## src/rtl/ahb_arb_pkg.sv

```systemverilog
// Shared types and helpers for the AHB command arbiter: burst encodings,
// beat-count decode and the arbiter FSM state type.
package ahb_arb_pkg;

  localparam int NREQ_DEF      = 2;
  localparam int OWN_DEPTH_DEF = 4;

  typedef enum logic [2:0] {
    BURST_SINGLE = 3'd0,
    BURST_INCR   = 3'd1,
    BURST_WRAP4  = 3'd2,
    BURST_INCR4  = 3'd3,
    BURST_WRAP8  = 3'd4,
    BURST_INCR8  = 3'd5,
    BURST_WRAP16 = 3'd6,
    BURST_INCR16 = 3'd7
  } burst_e;

  typedef enum logic {
    ST_IDLE = 1'b0,
    ST_LOCK = 1'b1
  } fsm_e;

  // Undefined-length INCR is arbitrated beat by beat, like a single.
  function automatic logic [4:0] burst_beats(input burst_e b);
    case (b)
      BURST_SINGLE, BURST_INCR:   burst_beats = 5'd1;
      BURST_WRAP4, BURST_INCR4:   burst_beats = 5'd4;
      BURST_WRAP8, BURST_INCR8:   burst_beats = 5'd8;
      BURST_WRAP16, BURST_INCR16: burst_beats = 5'd16;
      default:                    burst_beats = 5'd1;
    endcase
  endfunction

endpackage

```

## src/rtl/ahb_id_fifo.sv

```systemverilog
// Small FIFO remembering which requester owns each outstanding read.
// DEPTH must be a power of two, at least 2.
module ahb_id_fifo #(
  parameter int W     = 1,
  parameter int DEPTH = 4
) (
  input  logic         clk,
  input  logic         rst,
  input  logic         push,
  input  logic [W-1:0] din,
  input  logic         pop,
  output logic [W-1:0] dout,
  output logic         full,
  output logic         empty
);

  localparam int AW = $clog2(DEPTH);

  logic [W-1:0] mem_r [DEPTH];
  logic [AW:0]  wptr_r;
  logic [AW:0]  rptr_r;
  logic         push_s;
  logic         pop_s;

  // Extra pointer bit distinguishes full from empty.
  assign full   = (wptr_r[AW] != rptr_r[AW]) && (wptr_r[AW-1:0] == rptr_r[AW-1:0]);
  assign empty  = (wptr_r == rptr_r);
  assign push_s = push && !full;
  assign pop_s  = pop && !empty;
  assign dout   = mem_r[rptr_r[AW-1:0]];

  // Pointer update.
  always_ff @(posedge clk) begin
    if (rst) begin
      wptr_r <= '0;
      rptr_r <= '0;
    end else begin
      if (push_s) wptr_r <= wptr_r + (AW+1)'(1);
      if (pop_s)  rptr_r <= rptr_r + (AW+1)'(1);
    end
  end

  // Storage write.
  always_ff @(posedge clk) begin
    if (push_s) mem_r[wptr_r[AW-1:0]] <= din;
  end

endmodule

```

## src/rtl/ahb_cmd_arb.sv

```systemverilog
// Round-robin arbiter of requester command beats onto one AHB master, with
// burst locking and in-order routing of read responses back to their owners.
module ahb_cmd_arb
  import ahb_arb_pkg::*;
#(
  parameter int NREQ      = NREQ_DEF,
  parameter int OWN_DEPTH = OWN_DEPTH_DEF
) (
  input  logic                  hclk,
  input  logic                  hrst,
  input  logic [NREQ-1:0]       req_vld_i,
  input  logic [NREQ-1:0]       req_wr_en_i,
  input  logic [NREQ-1:0]       req_rd_en_i,
  input  logic [NREQ-1:0][2:0]  req_size_i,
  input  logic [NREQ-1:0][31:0] req_addr_i,
  input  logic [NREQ-1:0][31:0] req_wdata_i,
  input  logic [NREQ-1:0][2:0]  req_burst_i,
  output logic [NREQ-1:0]       req_rdy_o,
  output logic [NREQ-1:0]       req_dout_vld_o,
  output logic [NREQ-1:0][31:0] req_rdata_o,
  input  logic [NREQ-1:0]       req_dout_rdy_i,
  output logic                  din_vld_o,
  output logic                  wr_en_o,
  output logic                  rd_en_o,
  output logic [2:0]            data_size_o,
  output logic [31:0]           addr_o,
  output logic [31:0]           wdata_o,
  output logic [2:0]            burst_o,
  input  logic                  din_rdy_i,
  input  logic                  dout_vld_i,
  input  logic [31:0]           rdata_i,
  output logic                  dout_rdy_o,
  output logic                  err_o
);

  localparam int IDW = (NREQ > 1) ? $clog2(NREQ) : 1;

  fsm_e            state_r;
  logic [IDW-1:0]  rr_ptr_r;
  logic [IDW-1:0]  owner_r;
  logic [3:0]      remaining_r;
  logic            err_r;

  logic [IDW-1:0]  grant_s;
  logic [IDW-1:0]  idx_s;
  logic            found_s;
  logic            g_vld_s;
  logic            g_rd_s;
  logic            blocked_s;
  logic            accept_s;
  logic [4:0]      beats_s;
  logic [IDW-1:0]  rr_next_s;
  logic            fifo_full_s;
  logic            fifo_empty_s;
  logic [IDW-1:0]  head_s;
  logic            push_s;
  logic            pop_s;

  // Grant selection: latched owner while locked, else first valid from rr_ptr.
  always_comb begin
    grant_s = '0;
    found_s = 1'b0;
    idx_s   = '0;
    if (state_r == ST_LOCK) begin
      grant_s = owner_r;
      found_s = 1'b1;
    end else begin
      for (int k = 0; k < NREQ; k++) begin
        idx_s = IDW'((int'(rr_ptr_r) + k) % NREQ);
        if (!found_s && req_vld_i[idx_s]) begin
          grant_s = idx_s;
          found_s = 1'b1;
        end else begin
          found_s = found_s;
        end
      end
    end
  end

  assign g_vld_s   = found_s && req_vld_i[grant_s];
  assign g_rd_s    = req_rd_en_i[grant_s];
  assign blocked_s = g_rd_s && fifo_full_s;
  assign accept_s  = din_vld_o && din_rdy_i;
  assign push_s    = accept_s && g_rd_s;
  assign beats_s   = burst_beats(burst_e'(req_burst_i[grant_s]));
  assign rr_next_s = (grant_s == IDW'(NREQ - 1)) ? '0 : grant_s + IDW'(1);

  assign din_vld_o   = !hrst && g_vld_s && !blocked_s;
  assign wr_en_o     = req_wr_en_i[grant_s];
  assign rd_en_o     = req_rd_en_i[grant_s];
  assign data_size_o = req_size_i[grant_s];
  assign addr_o      = req_addr_i[grant_s];
  assign wdata_o     = req_wdata_i[grant_s];
  assign burst_o     = req_burst_i[grant_s];

  // Ready goes only to the granted requester.
  always_comb begin
    req_rdy_o = '0;
    if (!hrst && found_s) begin
      req_rdy_o[grant_s] = din_rdy_i && !blocked_s;
    end else begin
      req_rdy_o = '0;
    end
  end

  // Response routing to the requester at the head of the owner FIFO.
  always_comb begin
    req_dout_vld_o = '0;
    if (!hrst && !fifo_empty_s) begin
      req_dout_vld_o[head_s] = dout_vld_i;
    end else begin
      req_dout_vld_o = '0;
    end
  end

  assign req_rdata_o = {NREQ{rdata_i}};
  assign dout_rdy_o  = fifo_empty_s ? 1'b1 : req_dout_rdy_i[head_s];
  assign pop_s       = dout_vld_i && dout_rdy_o && !fifo_empty_s;
  assign err_o       = err_r;

  ahb_id_fifo #(
    .W     (IDW),
    .DEPTH (OWN_DEPTH)
  ) u_owner_fifo (
    .clk   (hclk),
    .rst   (hrst),
    .push  (push_s),
    .din   (grant_s),
    .pop   (pop_s),
    .dout  (head_s),
    .full  (fifo_full_s),
    .empty (fifo_empty_s)
  );

  // Arbiter FSM: burst lock, round-robin pointer and sticky response error.
  always_ff @(posedge hclk) begin
    if (hrst) begin
      state_r     <= ST_IDLE;
      rr_ptr_r    <= '0;
      owner_r     <= '0;
      remaining_r <= 4'd0;
      err_r       <= 1'b0;
    end else begin
      if (dout_vld_i && fifo_empty_s) err_r <= 1'b1;
      case (state_r)
        ST_IDLE: begin
          if (accept_s) begin
            if (beats_s > 5'd1) begin
              state_r     <= ST_LOCK;
              owner_r     <= grant_s;
              remaining_r <= 4'(beats_s - 5'd1);
            end else begin
              rr_ptr_r <= rr_next_s;
            end
          end
        end
        ST_LOCK: begin
          if (accept_s) begin
            remaining_r <= remaining_r - 4'd1;
            if (remaining_r == 4'd1) begin
              state_r  <= ST_IDLE;
              rr_ptr_r <= rr_next_s;
            end
          end
        end
        default: state_r <= ST_IDLE;
      endcase
    end
  end

endmodule

```

## config.mk

```make
export PLATFORM = sky130hd
export DESIGN_NAME = ahb_cmd_arb
export DESIGN_NICKNAME = d
export VERILOG_FILES = /design/src/rtl/ahb_arb_pkg.sv /design/src/rtl/ahb_id_fifo.sv /design/src/rtl/ahb_cmd_arb.sv
export SDC_FILE = /design/constraint.sdc
export NUM_CORES = 1
export LEC_CHECK = 0
export ABC_AREA = 0
export CORE_AREA = 3 3 126 128
export CTS_BUF_LIST = sky130_fd_sc_hd__clkbuf_16
export DETAILED_ROUTE_END_ITERATION = 7
export DIE_AREA = 0 0 129 131
export PLACE_DENSITY = 0.59
export SETUP_SLACK_MARGIN = 0.2
export SLEW_MARGIN = 20
export SYNTH_ARGS = -nofsm -noshare
export SYNTH_HDL_FRONTEND = slang
export SYNTH_SLANG_ARGS = --single-unit
```

## constraint.sdc

```tcl
create_clock -name hclk -period 2.85 [get_ports hclk]
set_clock_uncertainty 0.05 [all_clocks]
set_input_delay 0.4275 -clock hclk [delete_from_list [all_inputs] [get_ports hclk]]
set_output_delay 0.4275 -clock hclk [all_outputs]
set_load 0.01 [all_outputs]
```

# Word level (Yosys, flattened, before mapping)
# Memory sizes are Yosys's and may differ from the RTL's. A register that Yosys moved wholly into a read port is not among the register bits.
# Index checks and enable logic that the tools add are counted.
# Widths: inputs -> output; s select.
[word_totals] rom_bits=32 ramBits=4 inputBits=184 word_cells=113 n_memories=2 reg_bits=14 output_inout_bits=143
[mem_list] memory="(name not given)" depth=8 width=4 rd=1 rd_ports_with_merged_regs=0 wr=0 line="ahb_arb_pkg.sv:26" text="case (b)"
[mem_list] memory="u_owner_fifo.mem_r" depth=4 width=1 rd=1 rd_ports_with_merged_regs=1 wr=1 line="ahb_id_fifo.sv:19" text="logic [W-1:0] mem_r [DEPTH];"
[classes] mux=53 n_lt_le_gt_ge=7 n_eq_ne=9 bitwise=3 add_sub_neg=6 n_reduce_logical=26
[ops] operator="$mux 32" count=4
[ops] operator="$mux 1" count=33
[ops] operator="$logic_and 1x1->1" count=18
[ops] operator="$mux 3" count=4
[ops] operator="$mux 4" count=3
[ops] operator="$lt 1x2->1 const B" count=4
[ops] operator="$mux 2" count=4
[ops] operator="$pmux 4 s2" count=1
[ops] operator="$sub 4x1->4 const B" count=2
[ops] operator="$add 3x1->3 const B" count=2
[ops] operator="$ne 2x2->1 const B" count=3
[ops] operator="$reduce_and 3->1" count=2
[ops] operator="$gt 5x1->1 const B" count=1
[ops] operator="$logic_not 1->1" count=5
[ops] operator="$and 2x2->2" count=2
[ops] operator="$eq 4x1->1 const B" count=1
[ops] operator="$ne 2x1->1 const B" count=2
[ops] operator="$pmux 1 s2" count=2
[ops] operator="$reduce_and 4->1" count=1
[ops] operator="$eq 3x3->1" count=1
[ops] operator="$add 1x1->1 const B" count=2
[ops] operator="$demux 1 s1" count=2
[ops] operator="$eq 2x2->1" count=1
[ops] operator="$ge 1x1->1 const B" count=2
[ops] operator="other kinds (2)" count=2

# Logic depth before layout (Yosys ltp)
# Gate-level depths: netlist (run 1).
[depth] word_depth=18 ltp_mapped=8 ltp_nobuf=7

# Modules after synthesis
# A second synthesis (run 1) with hierarchy kept.
[hier_totals] cells_unflattened=456 hier_area_um2=2773.9
[modules_own_cells] mod="ahb_cmd_arb" seq_area_each_um2=160.2 instances=1 cells_each=381 area_per_inst_um2=2042.0
[modules_own_cells] mod="ahb_id_fifo" seq_area_each_um2=280.3 instances=1 cells_each=75 area_per_inst_um2=732.0

# Worst setup path after synthesis (run 1)
# Ideal clock, no wire load.
[synth_path] kind="in2out" startpoint="in req_vld_i[0]" endpoint="out req_rdy_o[0]" n_path_buf=1 arrival_ps=1439 required_ps=2372 setup_slack_ps=933 cell_stages=6 cell_sequence="and2b_4 o21a_4 o211ai_2 buf_6 o21ai_0 nor2_1"
[synth_between] elab_chain_len=15 word_cells_on_any_way=26 classes_between="2 x order compare; 16 x mux; 1 x bitwise; 7 x reduce/logical"
[synth_lines] element="from (decl)" line="ahb_cmd_arb.sv:11" text="input logic [NREQ-1:0] req_vld_i,"
[synth_lines] element="branches (longest 14 deep; another with $lt 1x2->1)"
[synth_lines] element="$mux 2 *" line="ahb_cmd_arb.sv:99" text="if (!hrst && found_s) begin"
[synth_lines] element="to (decl)" line="ahb_cmd_arb.sv:18" text="output logic [NREQ-1:0] req_rdy_o,"
# Every way passes the cells marked *. The select of a mux whose other input is x is not followed.

# Worst setup path in the final report (run 1)
[layout_path] startpoint="in req_vld_i[0]" endpoint="out addr_o[25]"
[layout_between] elab_chain_len=10 word_cells_on_any_way=13 classes_between="11 x mux; 2 x reduce/logical"
[layout_lines] element="$mux 1 (implied by the code) (2 in series)" line="ahb_cmd_arb.sv:70" text="if (!found_s && req_vld_i[idx_s]) begin"
[layout_lines] element="$mux 1" line="ahb_cmd_arb.sv:70"
[layout_lines] element="$mux 1" line="ahb_cmd_arb.sv:64" text="if (state_r == ST_LOCK) begin"
[layout_lines] element="$logic_not 1->1" line="ahb_cmd_arb.sv:70"
[layout_lines] element="$logic_and 1x1->1" line="ahb_cmd_arb.sv:70"
[layout_lines] element="$mux 1 *" line="ahb_cmd_arb.sv:70"
[layout_lines] element="$mux 1 *" line="ahb_cmd_arb.sv:64"
[layout_lines] element="$mux 32 (implied by the code) * (2 in series)" line="ahb_cmd_arb.sv:92" text="assign addr_o = req_addr_i[grant_s];"
[layout_lines] element="to (decl)" line="ahb_cmd_arb.sv:26" text="output logic [31:0] addr_o,"
# Mark *: on every way between the ends. The rest lies on a longest branch, timed or not. The select of a mux whose other input is x is not followed.

==> results.ini, run 1 <==
[flow_run]
maxCapViolCount = 0

[detailed_routing]
wl_microns = 12200
drc = 0
drtPass1Iterations = 4
wl_per_cell_microns = 15.3
ant_nets = 0
via_count = 3253
via_per_inst = 4.07
first_iter_violations = 137

[sta]
finalHoldViolCount = 0
hold_slack_ps = 429
worstMarginPinSlew_ps = 415
setup_viol = 0
max_slew_margin_pct = 71.6
grt_setup_unrepaired = yes
finalCritPeriodShare_pct = 95.2
fmax_mhz = 369
slew_violations = 0
period_needed_ps = 2710

[synth]
synth_top_area_cell = nand2_1
syn-num-nets = 623
ys_types = 59
synthArstFlopShare_pct = 0
synth_mux_area_share_pct = 3.98
synth_compound_gate_area_share_pct = 10.3
synth_flop_cell = dfxtp_1
synth_top_cells_by_area = nand2_1 (31%), buf_4 (18%), dfxtp_1 (12%)
syn_area_sq_um = 2670
synth_xor_area_share_pct = 1.64
ys_seq_elements = 20
synth_commonest_cells = nand2_1 (218), buf_4 (64), dfxtp_1 (16)
synth_edf_count = 4
yosysTopAreaCellShare_pct = 30.6
yosysSeqAreaShare_pct = 16.5
synth_fa_ha_area_share_pct = 3.28
avgSynthCellArea_sq_um = 6.19
syn_inst = 432
ys_warn_count = 0
synth_top_family_by_area = simple AND/OR/NAND/NOR gates
synth-simple-area-share_pct = 40.9
yosysMostFrequentCell = nand2_1

[hold_path]
hold_depth = 2
hold_class = register to register
hold_end = err_o
min-delay-start = err_o

[grt]
grt_pass1_vias = 2805
grt_max_degree = 31
grt.overflow.total = 0
track_usage_pct = 12.0
antenna_found_initial = 1
grt_pass1_wl_microns = 16100

[placement]
placedCellCount = 791
hpwl_microns = 9870
portBuffers = 230
gp_congestion = 0.831

[pwr]
ir_drop_uv = 199
cellLeakagePower_uw = 0.00255
total_power_uw = 1630
p_per_area_nw_per_um2 = 317

[die]
start_util_pct = 17.9
die_w_microns = 129
pin_count = 327
core_sq_um = 15000
fp.dieArea_sq_um = 16900
rows = 45
die_h_microns = 131

[final_layout]
final_nets = 803
diodes = 0
area_delta_synth_final_pct = 92.4
nFillCells = 1595
fin_cells = 799
drive_above_1_share_pct = 8.18

[worst_setup_path]
required_ps = 2370
cp_max_fo = 17
r2r_end = u_owner_fifo.mem_r[3]
cp.arrival_ps = 2230
start_kind = input port
end_kind = primary output
r2r_cells = 8
setup.worst_path.class = input port to primary output
r2r-start = rr_ptr_r
cp-startpoint = req_vld_i[0]
ff2ff_setup_slack_ps = 920

[clock_network]
clk_latency_ps = 250
ctsLongestPathBuffers = 2
cts_tree = done
cts_max_level = 1
ctsRootBufferMaster = clkbuf_16
clk_pin_slew_ps = 60
clkSinkCount = 20
numCtsBuffers = 3

[status]
outcome = completed

-- flip-flops by register name (all words and copies together) (netlist names), named ones only --
name and count:
remaining_r 4, u_owner_fifo.mem_r 4, u_owner_fifo.rptr_r 3, u_owner_fifo.wptr_r 3, err_o 1, owner_r 1
rr_ptr_r 1, state_r 1
-- report_power, final --
part / total (uW) / switching, uW / leakage, uW / internal [uW]
logic: 933 / 394 / 0.00233 / 538
clock network: 384 / 106 / 0.0000511 / 278
registers: 315 / 11.7 / 0.000167 / 304
total: 1630 / 512 / 0.00255 / 1120
-- layout by cell type (no fill, tap or decap), types with 3 or more instances in the layout --
master / n
buf_12: 4
inv_1: 9
xnor2_1: 3
edfxtp_1: 4
mux2i_1: 4
a31oi_1: 3
dfxtp_1: 16
and3_1: 3
nand3_1: 5
nand2_1: 218
a21oi_1: 6
nor2_1: 11
o21ai_0: 4
dlygate4sd2_1: 22
nor3b_1: 3
buf_4: 20
clkdlybuf4s50_1: 181
a311oi_1: 3
dlymetal6s2s_1: 27
clkbuf_16: 6
o211ai_1: 3
ha_1: 7
-- cell type report --
cell class | instances | area, sq um | area share, %
Timing Repair Buffer | 260 | 2700 | 52.5
Multi-Input combinational cell | 316 | 1610 | 31.3
Sequential cell | 20 | 440 | 8.56
Tap cell | 188 | 235 | 4.57
Clock buffer | 3 | 75.1 | 1.46
Inverter | 11 | 53.8 | 1.05
Clock inverter | 1 | 30.0 | 0.584
-- cell families (layout without fill, tap and decap cells) --
logic type                 Yosys count  in the layout
AOI/OAI and AO/OA                   36             36
xor gates and xnor gates             5              5
adders and majority gates            7              7
muxes                                8              8
DFF                                 20             20
and+or+nand+nor                    260            260
buffers and inverters               96            275
-- through the flow --
step | util (%) | instance area [sq um] | TNS (ps) | setup WS, ps
global route | 34.4 | 5140 | 0 | 40.6
CTS | 33.2 | 4980 | 0 | 78.6
floorplan | - | 2670 | 0 | 933
detailed placement | 32.5 | 4870 | -97.9 | -39.6
global placement | 32.5 | 4870 | -151 | -59.4
finish | 34.4 | 5140 | 0 | 138
-- critical path: stages --
cell and delay [ps]:
clkdlybuf4s50_1 480, and2b_4 160, o21a_4 180, buf_4 150, buf_8 150, nand2_1 60, nand2_1 70, clkdlybuf4s50_1 540
-- how the worst max path moves through the flow --
stage / endpoint / slack (ps)
after detailed placement: burst_o[2] / -40
after CTS: wdata_o[14] / 80
after floorplan: req_rdy_o[0] / 930
final: addr_o[25] / 140
after global routing: wdata_o[5] / 40
after global placement: burst_o[2] / -60
-- routing by layer --
metal	track usage [%]	vias to the layer above	share of wire, %
li1	-	1675	-
met1	16.1	1397	42
met2	19.5	147	48
met3	3.74	32	8.4
met4	1.85	2	1.3
met5	0	-	0.14
-- repair_timing --
| item | CTS | global route |
|---|---|---|
| buffers inserted | 1 | 0 |
| cloned | 0 | 3 |
| pin swaps | 0 | 1 |
| hold endpoints to repair | 0 | 0 |
| resized for setup | 29 | 32 |
| hold buffers | 0 | 0 |
| setup endpoints to repair | 76 | 55 |
Power figures use the tool's default switching activity.
==> run 2, diff against run 1 <==
- CTS_BUF_LIST: sky130_fd_sc_hd__clkbuf_16 -> default
==> results of run 2 <==
No change in the layout: final DEF, timing and power equal those of run 1.
==> RTL change (flow settings as in run 2) <==
Put one more register stage on the output `err_o`. The value now appears one clock later. The other outputs are not delayed to match.
--- a/src/rtl/ahb_cmd_arb.sv
+++ b/src/rtl/ahb_cmd_arb.sv
@@ -117,5 +117,7 @@
   assign dout_rdy_o  = fifo_empty_s ? 1'b1 : req_dout_rdy_i[head_s];
   assign pop_s       = dout_vld_i && dout_rdy_o && !fifo_empty_s;
-  assign err_o       = err_r;
+  always_ff @(posedge hclk) begin
+    err_o <= err_r;
+  end
 
   ahb_id_fifo #(
Function: changed (a bounded check fails within 4 cycles, from zero or initial values and one cycle with hrst high).
==> RTL change against run 2 <==
Sequential cell count is 1 higher; critical path depth stayed put; maximum frequency is 1.3% lower; critical path type unchanged; largest cell class unchanged; critical endpoint is now addr_o[17]; wire length is 6.8% lower; register-to-register slack better by 0.03 ns; largest power group unchanged; worst hold slack worse by 0.12 ns; combinational power is 2.9% lower; total power is 6.0% lower; via count is 1.2% lower; clock power is 23% lower; synthesized area is 0.98% higher; design area is 1.3% lower; setup slack worse by 0.035 ns.
==> RTL change: results (changes against run 2) <==
status=finished, final reports clean; global-route wire length before repair=15,600 um (-3.0%); syn_nets=624 (+0.16%); Longest Clk Path Bufs=2 (unchanged); peak ir drop on the vdd network=193 uV (-3.2%); largest net degree at the start of global routing=46 (+48%); Hold Path Stages=0 (-2); crit path DAT=2.27 ns (+0.04 ns); vias in the first global route=2,933 (+4.6%); RR Endpoint=state_r$_SDFF_PP0_; Commonest cells post-synth=218 x nand2_1, 64 x buf_4, 17 x dfxtp_1; dpl cell area=4820 um^2 (-1.1%); post-route ant nets=0 (unchanged); Netlist cell types=58 (-1.7%); Worst Setup EP=addr_o[17]; fin cells=794 (-0.63%); Seq/Total Area, Yosys=0.171 (+0.00581); Net Sw Power=505 uW (-1.3%); Skew-Pair Late Insertion Delay=0.25 ns (about the same); R2R Setup Slk=0.95 ns (+0.03 ns); HPWL after DPL=8720 um (-12%); dpl cells=784 (-0.88%); FF-to-FF Start=u_owner_fifo.wptr_r[0]$_SDFFE_PP0P_; via count=3,214 (-1.2%); antenna violations before repair=1 (unchanged); Antenna diodes=0 (unchanged); share of cells above drive strength 1=0.0941 (+0.0122); dpl ws=-0.00317 ns (+0.0364 ns); post-route minimum period=2.75 ns (+0.0346 ns); main area contributors after synthesis=nand2_1 30%, buf_4 18%, dfxtp_1 13%; clock root buffer=clkbuf_16; Worst Path Max Fanout=16 (-1); cells on worst reg2reg path=6 (-2); final wirelength=11,400 um (-6.8%); cells after synthesis=433 (+0.23%); Lkg Pwr=0.00253 uW (-0.59%); gr usage total=0.114 (-0.00613); RePlAce Congestion=0.835 (+0.42%)
==> RTL change: changes by cell type after synthesis <==
cell      before  now
buf_1          1    0
clkbuf_1      10    6
dfxtp_1       16   17
buf_2          8   13
==> RTL change: critical path, cell delays in order <==
cell             delay (ns)
clkdlybuf4s50_1        0.43
and2b_4                0.18
o21a_4                 0.26
clkinv_8               0.11
buf_16                 0.15
nand2_1                0.10
nand2_1                0.07
clkdlybuf4s50_1        0.52
==> RTL change: how the worst min path moves through the flow <==
stage / startpoint / end
after floorplan: err_r$_SDFFE_PP0P_ / err_o$_DFF_P_
after global placement: err_r$_SDFFE_PP0P_ / err_o$_DFF_P_
after detailed placement: err_r$_SDFFE_PP0P_ / err_o$_DFF_P_
after CTS: err_r$_SDFFE_PP0P_ / err_o$_DFF_P_
after global routing: err_r$_SDFFE_PP0P_ / err_o$_DFF_P_
final: err_r$_SDFFE_PP0P_ / err_o$_DFF_P_
==> RTL change: kinds of logic (layout without fill, tap and decap cells) <==
family          Yosys count  in the layout  synth area share
fa+ha+maj                 7              7            0.0324
flops                    21             21             0.171
buf+inv                  96            269             0.235
compound gates           36             36             0.102
mux                       8              8            0.0394
xor+xnor                  5              5            0.0162
simple gates            260            260             0.405
==> RTL change: cell type report <==
type                    instances  area [um^2]
inverters                      11         53.8
repair buffers                254         2620
flip-flops and latches         21          460
well taps                     188          235
multi-input cells             316         1630
clock inverters                 1         5.00
fillers                      1589         9900
clock buffers                   3         75.1
==> RTL change: routing by layer <==
layer  part of all wire  track usage
met5             0.0018            0
met4             0.0045       0.0191
met3              0.094       0.0374
met2               0.50        0.209
met1               0.40        0.132
==> RTL change: stage by stage <==
stage	util	power (uW)	hold slack, ns
finish	0.339	1530	0.305
global route	0.339	1630	0.319
CTS	0.332	1540	0.305
detailed placement	0.322	1240	0.294
global placement	0.322	1240	0.283
floorplan	-	778	0.281
==> RTL change: what timing repair did <==
action / CTS / global route
endpoints found under the hold margin: 0 / 0
hold buffers: 0 / 0
gates resized for setup: 36 / 51
endpoints found under the setup margin: 76 / 60
buffers inserted: 1 / 1
gates cloned: 2 / 2
pin swaps: 0 / 0
==> RTL change: power groups by stage <==
stage / clock [uW] / combinational, uW / sequential, uW
floorplan: 0 / 444 / 334
global placement: 0 / 903 / 337
detailed placement: 0 / 899 / 337
CTS: 302 / 909 / 331
global route: 313 / 987 / 333
finish: 297 / 906 / 331
